File: src/rtl/dmem_arbiter_if.sv
// Bus bundle between the core/debug requesters, the arbiter and the data memory.
// The slave modport is the arbiter's view. The master modport is the view of
// whoever drives requests and memory read data.
interface dmem_arbiter_if #(
    parameter int DATA_W = 32,
    parameter int ADDR_W = 9
);
    // Core port
    logic              c_req;
    logic              c_we;
    logic [ADDR_W-1:0] c_addr;
    logic [DATA_W-1:0] c_wdata;
    logic              c_gnt;
    logic              c_stall;
    logic              c_rvalid;
    logic [DATA_W-1:0] c_rdata;

    // Debug / loader port
    logic              d_req;
    logic              d_we;
    logic [ADDR_W-1:0] d_addr;
    logic [DATA_W-1:0] d_wdata;
    logic              d_gnt;
    logic              d_rvalid;
    logic [DATA_W-1:0] d_rdata;

    // Halt handshake
    logic              halt_req;
    logic              halt_ack;

    // Single-port data memory
    logic              mem_wr;
    logic              mem_rd;
    logic [ADDR_W-1:0] mem_addr;
    logic [DATA_W-1:0] mem_wr_data;
    logic [DATA_W-1:0] mem_rd_data;

    modport slave (
        input  c_req, c_we, c_addr, c_wdata,
        output c_gnt, c_stall, c_rvalid, c_rdata,
        input  d_req, d_we, d_addr, d_wdata,
        output d_gnt, d_rvalid, d_rdata,
        input  halt_req,
        output halt_ack,
        output mem_wr, mem_rd, mem_addr, mem_wr_data,
        input  mem_rd_data
    );

    modport master (
        output c_req, c_we, c_addr, c_wdata,
        input  c_gnt, c_stall, c_rvalid, c_rdata,
        output d_req, d_we, d_addr, d_wdata,
        input  d_gnt, d_rvalid, d_rdata,
        output halt_req,
        input  halt_ack,
        input  mem_wr, mem_rd, mem_addr, mem_wr_data,
        output mem_rd_data
    );
endinterface

File: src/rtl/dmem_arbiter.sv
// Data-memory arbiter: shares one single-port memory between the core datapath
// and a debug/loader master. Round-robin on contention. The halt handshake
// gives the debug master exclusive ownership once core reads have retired.
module dmem_arbiter #(
    parameter int DATA_W = 32,
    parameter int ADDR_W = 9
) (
    input logic           clk,
    input logic           reset,
    dmem_arbiter_if.slave bus
);

    typedef enum logic [1:0] {
        RUN    = 2'd0,
        DRAIN  = 2'd1,
        HALTED = 2'd2
    } state_e;

    localparam logic OWN_C = 1'b0;
    localparam logic OWN_D = 1'b1;

    state_e            state_q, state_d;
    logic              rr_last_q, rr_last_d;
    logic              pend_rd_q, pend_rd_d;
    logic              pend_owner_q, pend_owner_d;

    logic              c_gnt;
    logic              d_gnt;
    logic              mem_wr;
    logic              mem_rd;
    logic [ADDR_W-1:0] addr_mux;
    logic [DATA_W-1:0] wdata_mux;
    logic              c_rvalid;
    logic              d_rvalid;

    // Grant decision from registered state; reset forces every grant low at once
    always_comb begin
        c_gnt = 1'b0;
        d_gnt = 1'b0;
        if (!reset) begin
            case (state_q)
                RUN: begin
                    if (bus.c_req && (!bus.d_req || rr_last_q == OWN_D)) begin
                        c_gnt = 1'b1;
                    end else if (bus.d_req) begin
                        d_gnt = 1'b1;
                    end
                end
                default: begin
                    // Draining or halted: the core is locked out
                    d_gnt = bus.d_req;
                end
            endcase
        end
    end

    // Memory command mux: the granted port drives the memory, otherwise all zero
    always_comb begin
        mem_wr    = 1'b0;
        mem_rd    = 1'b0;
        addr_mux  = '0;
        wdata_mux = '0;
        if (c_gnt) begin
            mem_wr    = bus.c_we;
            mem_rd    = ~bus.c_we;
            addr_mux  = bus.c_addr;
            wdata_mux = bus.c_wdata;
        end else if (d_gnt) begin
            mem_wr    = bus.d_we;
            mem_rd    = ~bus.d_we;
            addr_mux  = bus.d_addr;
            wdata_mux = bus.d_wdata;
        end
    end

    // Next-state logic: round-robin pointer, read-return tracking and halt FSM
    always_comb begin
        state_d      = state_q;
        rr_last_d    = rr_last_q;
        pend_rd_d    = 1'b0;
        pend_owner_d = pend_owner_q;

        if (c_gnt) begin
            rr_last_d = OWN_C;
            if (!bus.c_we) begin
                pend_rd_d    = 1'b1;
                pend_owner_d = OWN_C;
            end
        end else if (d_gnt) begin
            rr_last_d = OWN_D;
            if (!bus.d_we) begin
                pend_rd_d    = 1'b1;
                pend_owner_d = OWN_D;
            end
        end

        case (state_q)
            RUN: begin
                if (bus.halt_req) begin
                    state_d = DRAIN;
                end
            end
            DRAIN: begin
                // A read already in flight returns this cycle. So the memory is
                // free of core traffic once no core read is issued now.
                if (!bus.halt_req) begin
                    state_d = RUN;
                end else if (!pend_rd_d || pend_owner_d == OWN_D) begin
                    state_d = HALTED;
                end
            end
            HALTED: begin
                if (!bus.halt_req) begin
                    state_d = RUN;
                end
            end
            default: state_d = RUN;
        endcase
    end

    // State registers; reset drops any pending read return
    always_ff @(posedge clk or posedge reset) begin
        if (reset) begin
            state_q      <= RUN;
            rr_last_q    <= OWN_D;
            pend_rd_q    <= 1'b0;
            pend_owner_q <= OWN_C;
        end else begin
            state_q      <= state_d;
            rr_last_q    <= rr_last_d;
            pend_rd_q    <= pend_rd_d;
            pend_owner_q <= pend_owner_d;
        end
    end

    assign c_rvalid = pend_rd_q && (pend_owner_q == OWN_C);
    assign d_rvalid = pend_rd_q && (pend_owner_q == OWN_D);

    assign bus.c_gnt       = c_gnt;
    assign bus.d_gnt       = d_gnt;
    assign bus.c_stall     = bus.c_req & ~c_gnt & ~reset;
    assign bus.c_rvalid    = c_rvalid;
    assign bus.d_rvalid    = d_rvalid;
    assign bus.c_rdata     = c_rvalid ? bus.mem_rd_data : '0;
    assign bus.d_rdata     = d_rvalid ? bus.mem_rd_data : '0;
    assign bus.halt_ack    = (state_q == HALTED);
    assign bus.mem_wr      = mem_wr;
    assign bus.mem_rd      = mem_rd;
    assign bus.mem_addr    = addr_mux;
    assign bus.mem_wr_data = wdata_mux;

endmodule

File: src/flat_wrapper.sv
// flat-port wrapper written by rule: the top's interface ports become plain ports
module dmem_arbiter_flat 
#(
    parameter int DATA_W = 32,
    parameter int ADDR_W = 9
)
  (clk, reset, bus_c_req, bus_c_we, bus_c_addr, bus_c_wdata, bus_c_gnt, bus_c_stall, bus_c_rvalid, bus_c_rdata, bus_d_req, bus_d_we, bus_d_addr, bus_d_wdata, bus_d_gnt, bus_d_rvalid, bus_d_rdata, bus_halt_req, bus_halt_ack, bus_mem_wr, bus_mem_rd, bus_mem_addr, bus_mem_wr_data, bus_mem_rd_data);
  dmem_arbiter_if #(.DATA_W(DATA_W), .ADDR_W(ADDR_W)) bus_i ();
  input logic clk;
  input logic reset;
  input wire logic [$bits(bus_i.c_req)-1:0] bus_c_req;
  input wire logic [$bits(bus_i.c_we)-1:0] bus_c_we;
  input wire logic [$bits(bus_i.c_addr)-1:0] bus_c_addr;
  input wire logic [$bits(bus_i.c_wdata)-1:0] bus_c_wdata;
  output wire logic [$bits(bus_i.c_gnt)-1:0] bus_c_gnt;
  output wire logic [$bits(bus_i.c_stall)-1:0] bus_c_stall;
  output wire logic [$bits(bus_i.c_rvalid)-1:0] bus_c_rvalid;
  output wire logic [$bits(bus_i.c_rdata)-1:0] bus_c_rdata;
  input wire logic [$bits(bus_i.d_req)-1:0] bus_d_req;
  input wire logic [$bits(bus_i.d_we)-1:0] bus_d_we;
  input wire logic [$bits(bus_i.d_addr)-1:0] bus_d_addr;
  input wire logic [$bits(bus_i.d_wdata)-1:0] bus_d_wdata;
  output wire logic [$bits(bus_i.d_gnt)-1:0] bus_d_gnt;
  output wire logic [$bits(bus_i.d_rvalid)-1:0] bus_d_rvalid;
  output wire logic [$bits(bus_i.d_rdata)-1:0] bus_d_rdata;
  input wire logic [$bits(bus_i.halt_req)-1:0] bus_halt_req;
  output wire logic [$bits(bus_i.halt_ack)-1:0] bus_halt_ack;
  output wire logic [$bits(bus_i.mem_wr)-1:0] bus_mem_wr;
  output wire logic [$bits(bus_i.mem_rd)-1:0] bus_mem_rd;
  output wire logic [$bits(bus_i.mem_addr)-1:0] bus_mem_addr;
  output wire logic [$bits(bus_i.mem_wr_data)-1:0] bus_mem_wr_data;
  input wire logic [$bits(bus_i.mem_rd_data)-1:0] bus_mem_rd_data;
  assign bus_i.c_req = bus_c_req;
  assign bus_i.c_we = bus_c_we;
  assign bus_i.c_addr = bus_c_addr;
  assign bus_i.c_wdata = bus_c_wdata;
  assign bus_c_gnt = bus_i.c_gnt;
  assign bus_c_stall = bus_i.c_stall;
  assign bus_c_rvalid = bus_i.c_rvalid;
  assign bus_c_rdata = bus_i.c_rdata;
  assign bus_i.d_req = bus_d_req;
  assign bus_i.d_we = bus_d_we;
  assign bus_i.d_addr = bus_d_addr;
  assign bus_i.d_wdata = bus_d_wdata;
  assign bus_d_gnt = bus_i.d_gnt;
  assign bus_d_rvalid = bus_i.d_rvalid;
  assign bus_d_rdata = bus_i.d_rdata;
  assign bus_i.halt_req = bus_halt_req;
  assign bus_halt_ack = bus_i.halt_ack;
  assign bus_mem_wr = bus_i.mem_wr;
  assign bus_mem_rd = bus_i.mem_rd;
  assign bus_mem_addr = bus_i.mem_addr;
  assign bus_mem_wr_data = bus_i.mem_wr_data;
  assign bus_i.mem_rd_data = bus_mem_rd_data;
  dmem_arbiter #(.DATA_W(DATA_W), .ADDR_W(ADDR_W)) u_core (.clk(clk), .reset(reset), .bus(bus_i));
endmodule
File: config.mk
export PLATFORM = sky130hd
export DESIGN_NAME = dmem_arbiter_flat
export DESIGN_NICKNAME = d
export VERILOG_FILES = /design/src/rtl/dmem_arbiter_if.sv /design/src/rtl/dmem_arbiter.sv /design/src/flat_wrapper.sv
export SDC_FILE = /design/constraint.sdc
export NUM_CORES = 1
export LEC_CHECK = 0
export ABC_AREA = 1
export CORE_AREA = 2 2 90 92
export DETAILED_ROUTE_END_ITERATION = 7
export DIE_AREA = 0 0 92 94
export PLACE_DENSITY = 0.81
export SLEW_MARGIN = 30
export SYNTH_ARGS = -nofsm -noshare
export SYNTH_HDL_FRONTEND = slang
export SYNTH_SLANG_ARGS = --single-unit
File: constraint.sdc
create_clock -name clk -period 1.9 [get_ports clk]
set_clock_uncertainty 0.15 [all_clocks]
set_input_delay 0.38 -clock clk [delete_from_list [all_inputs] [get_ports clk]]
set_output_delay 0.38 -clock clk [all_outputs]
set_load 0.02 [all_outputs]
==> impl_metrics.toml <==
[run_status]
outcome = "finished with violations"
violations = "negative setup slack"

[sta]
hold_viol = 0
timing.setup.tns_ns = -7.65
report.final.slew_viol_count = 0
finalSetupViolations = 45
layout_setup_ws_ns = -0.203
fmax_mhz = 476
finalCritPeriodShare = 1.11
relSlewSlack = 0.833
period_needed_ns = 2.10
rsz0062_at_grt = "true"
worst_pin_slew_ns = 0.251
timing.hold.ws_ns = 0.210

[global_route]
grt_overflow = 0
grt.total_usage = 0.182
grt_antenna_before_repair = 0
grt_pass1_vias = 2579
grt_max_degree = 34
grt_pass1_wl_um = 12800

[setup_path]
arrival_ns = 1.57
criticalPathCategory = "register to output pin"
crit_path_start_kind = "register"
max_stage_delay_ns = 0.52
cp_common_cell = "nand2_2"
cp_max_fo = 6
cp.buffers_inverters = 4
critical_path.top_delay_family = "flip-flops"
crit_slowest_cell = "dfstp_2"
path_cells = "inv_2, nand2_4, nand4_4, inv_8, buf_8, nand2_2, nand2_2, buf_6"
critPathCaptureType = "output pin"
required_ns = 1.37

[floorplanning]
core-area_um2 = 7610
die_area_um2 = 8650
initial_core_util = 0.183
die_x_um = 92
ios = 234
placement_rows = 32
chipHeight_um = 94

[placed_design]
dp_hpwl_um = 6460
dpl.cell_count = 623
place.gp.congestion = 0.828
placed_cell_area_um2 = 3930
dp_slack_ns = -0.824
numPortBuffers = 233

[logic_synthesis]
synth-simple-area-share = 0.660
synth_xor_area_frac = 0
netlist-cell-type-count = 21
synth_top_family_by_area = "simple AND/OR/NAND/NOR gates"
yosysWarnings = 0
synth-seq-cells = 5
synth_adder_area_share = 0
syn_area_um2 = 1390
synth_top_cell_by_area = "nand2_1"
syn_area_per_cell_um2 = 5.03
synth_compound_area_frac = 0.0153
yosys-top-cells-area = "nand2_1 27%, nor2_1 18%, nand2_2 16%, inv_1 12%, dfrtp_1 7.2%"
syn_inst = 277
synthMuxAreaShare = 0
ys_seq_area_frac = 0.0907
synth_top_area_frac = 0.267
synth_nets = 398

[power_and_ir_drop]
seqPwrFrac = 0.081
pwr-share-comb = 0.809
p_sw_uw = 827
power.density_nw_per_um2 = 424
swShare = 0.451
pwr-share-clk = 0.109
vdd_drop_max_mv = 0.601
p_int_mw = 1.01
power.leakage_nw = 2.42

[cts]
cts_inserted_buffers = 3
path_clk_slew_ns = 0.04
cts.path.max_buffers = 2
cts_max_level = 1
cts_tree = "built"
cts_hold_buf = 0
clk_latency_ns = 0.22
clockRootBuffer = "clkbuf_8"
clock_sinks = 5

[final_layout]
fin_nets = 658
drive_above_1_share = 0.474
layout_common_cells = "117 x clkdlybuf4s50_1, 77 x nand2_2, 64 x nor2_1"
antenna_cells = 0
final-instance-count-excl-fill = 638
final_cell_area_um2 = 4330
area_delta_synth_final_pct = 211
mostFrequentLayoutCell = "clkdlybuf4s50_1"

[routing]
drt-met1-wl_um = 3040
drc = 0
met3_length_um = 449
num_vias = 2584
wl_um = 8600
wire_per_inst_um = 13.5
met2_length_um = 5030
highest_layer = "met4"
ant_nets = 0
drt-vias-per-instance = 4.05
drtIter0Drc = 47
drt_pre_antenna_iters = 4

[job]
maxCapViolCount = 0

[min_path]
holdCritPathClass = "input pin to async pin"
power groups by stage:
| stage | registers, mW | logic [mW] | clock network (mW) |
|---|---|---|---|
| final | 0.149 | 1.49 | 0.201 |
| after global routing | 0.152 | 1.58 | 0.212 |
| after CTS | 0.148 | 1.46 | 0.202 |
| after detailed placement | 0.148 | 1.33 | 0 |
| after global placement | 0.147 | 1.31 | 0 |
| after floorplan | 0.148 | 0.586 | 0 |
per-stage QoR:
step	power, mW	utilization
2_1_floorplan	0.734	-
3_3_place_gp	1.46	0.516
3_5_place_dp	1.48	0.516
4_1_cts	1.81	0.579
5_1_grt	1.94	0.569
6_report	1.84	0.569
worst register-to-register path: cells and delay by family, from the launching register on:
| kind | cells | cell delay, ns |
|---|---|---|
| AO/OA/AOI/OAI | 1 | 0.12 |
| buffers and inverters | 5 | 0.55 |
| flip-flops | 1 | 0.52 |
| AND/OR/NAND/NOR | 2 | 0.24 |
Yosys cell counts:
| master | number |
|---|---|
| buf_12 | 3 |
| buf_8 | 2 |
| nand2_4 | 1 |
| inv_6 | 1 |
| nand2_1 | 99 |
| buf_6 | 3 |
| inv_1 | 43 |
| nand4_4 | 1 |
| nand2_2 | 35 |
| nor2_4 | 1 |
| dfrtp_1 | 4 |
| nand3_2 | 1 |
| dfstp_2 | 1 |
| o22ai_1 | 1 |
| nand3_1 | 4 |
| buf_2 | 3 |
| nor2_1 | 66 |
| inv_4 | 1 |
| o21ai_0 | 3 |
| clkbuf_1 | 3 |
| nor3b_1 | 1 |
flip-flops by register name, indices dropped and copies added (netlist names):
| signal | count |
|---|---|
| u_core.state_q | 2 |
| u_core.pend_owner_q | 1 |
| u_core.pend_rd_q | 1 |
| u_core.rr_last_q | 1 |
path summary, 6_finish.rpt:
kind | from | to | slack (ns) | cells past startpoint
max reg2reg | u_core.rr_last_q | u_core.pend_rd_q | 0.23 | 8
min reg2reg | u_core.rr_last_q | u_core.rr_last_q | 0.38 | 2
min | reset | u_core.pend_rd_q | 0.21 | 3
max | u_core.rr_last_q | bus_mem_wr_data[11] | -0.20 | 8
max in group asynchronous | reset | u_core.rr_last_q | 1.19 | 3
min in group clk | u_core.rr_last_q | u_core.rr_last_q | 0.38 | 2
metal layers:
layer  global-route usage  vias to the layer above
met5                    0                        -
met4               0.0162                        0
met3               0.0377                        8
met2                0.369                       91
met1                0.199                     1172
li1                     -                     1313
final cells by class:
cell class / count / area (um^2)
repair inverters: 1 / 6.26
multi-input cells: 213 / 1280
repair buffers: 268 / 2560
fillers: 676 / 3280
well taps: 102 / 128
clock buffers: 4 / 45.0
flip-flops and latches: 5 / 126
inverters: 45 / 184
cells by family after synthesis:
kind of cell,count (synthesis)
AO/OA/AOI/OAI,4
buffers and inverters,59
AND/OR/NAND/NOR,209
flip-flops,5
what timing repair did:
| item | CTS | global route |
|---|---|---|
| endpoints found under the setup margin | 112 | 110 |
| cloned | 5 | 1 |
| pin swaps | 32 | 12 |
| resized for setup | 467 | 128 |
| buffers inserted | 8 | 1 |
Note: power is estimated with default switching activity, not from simulation.
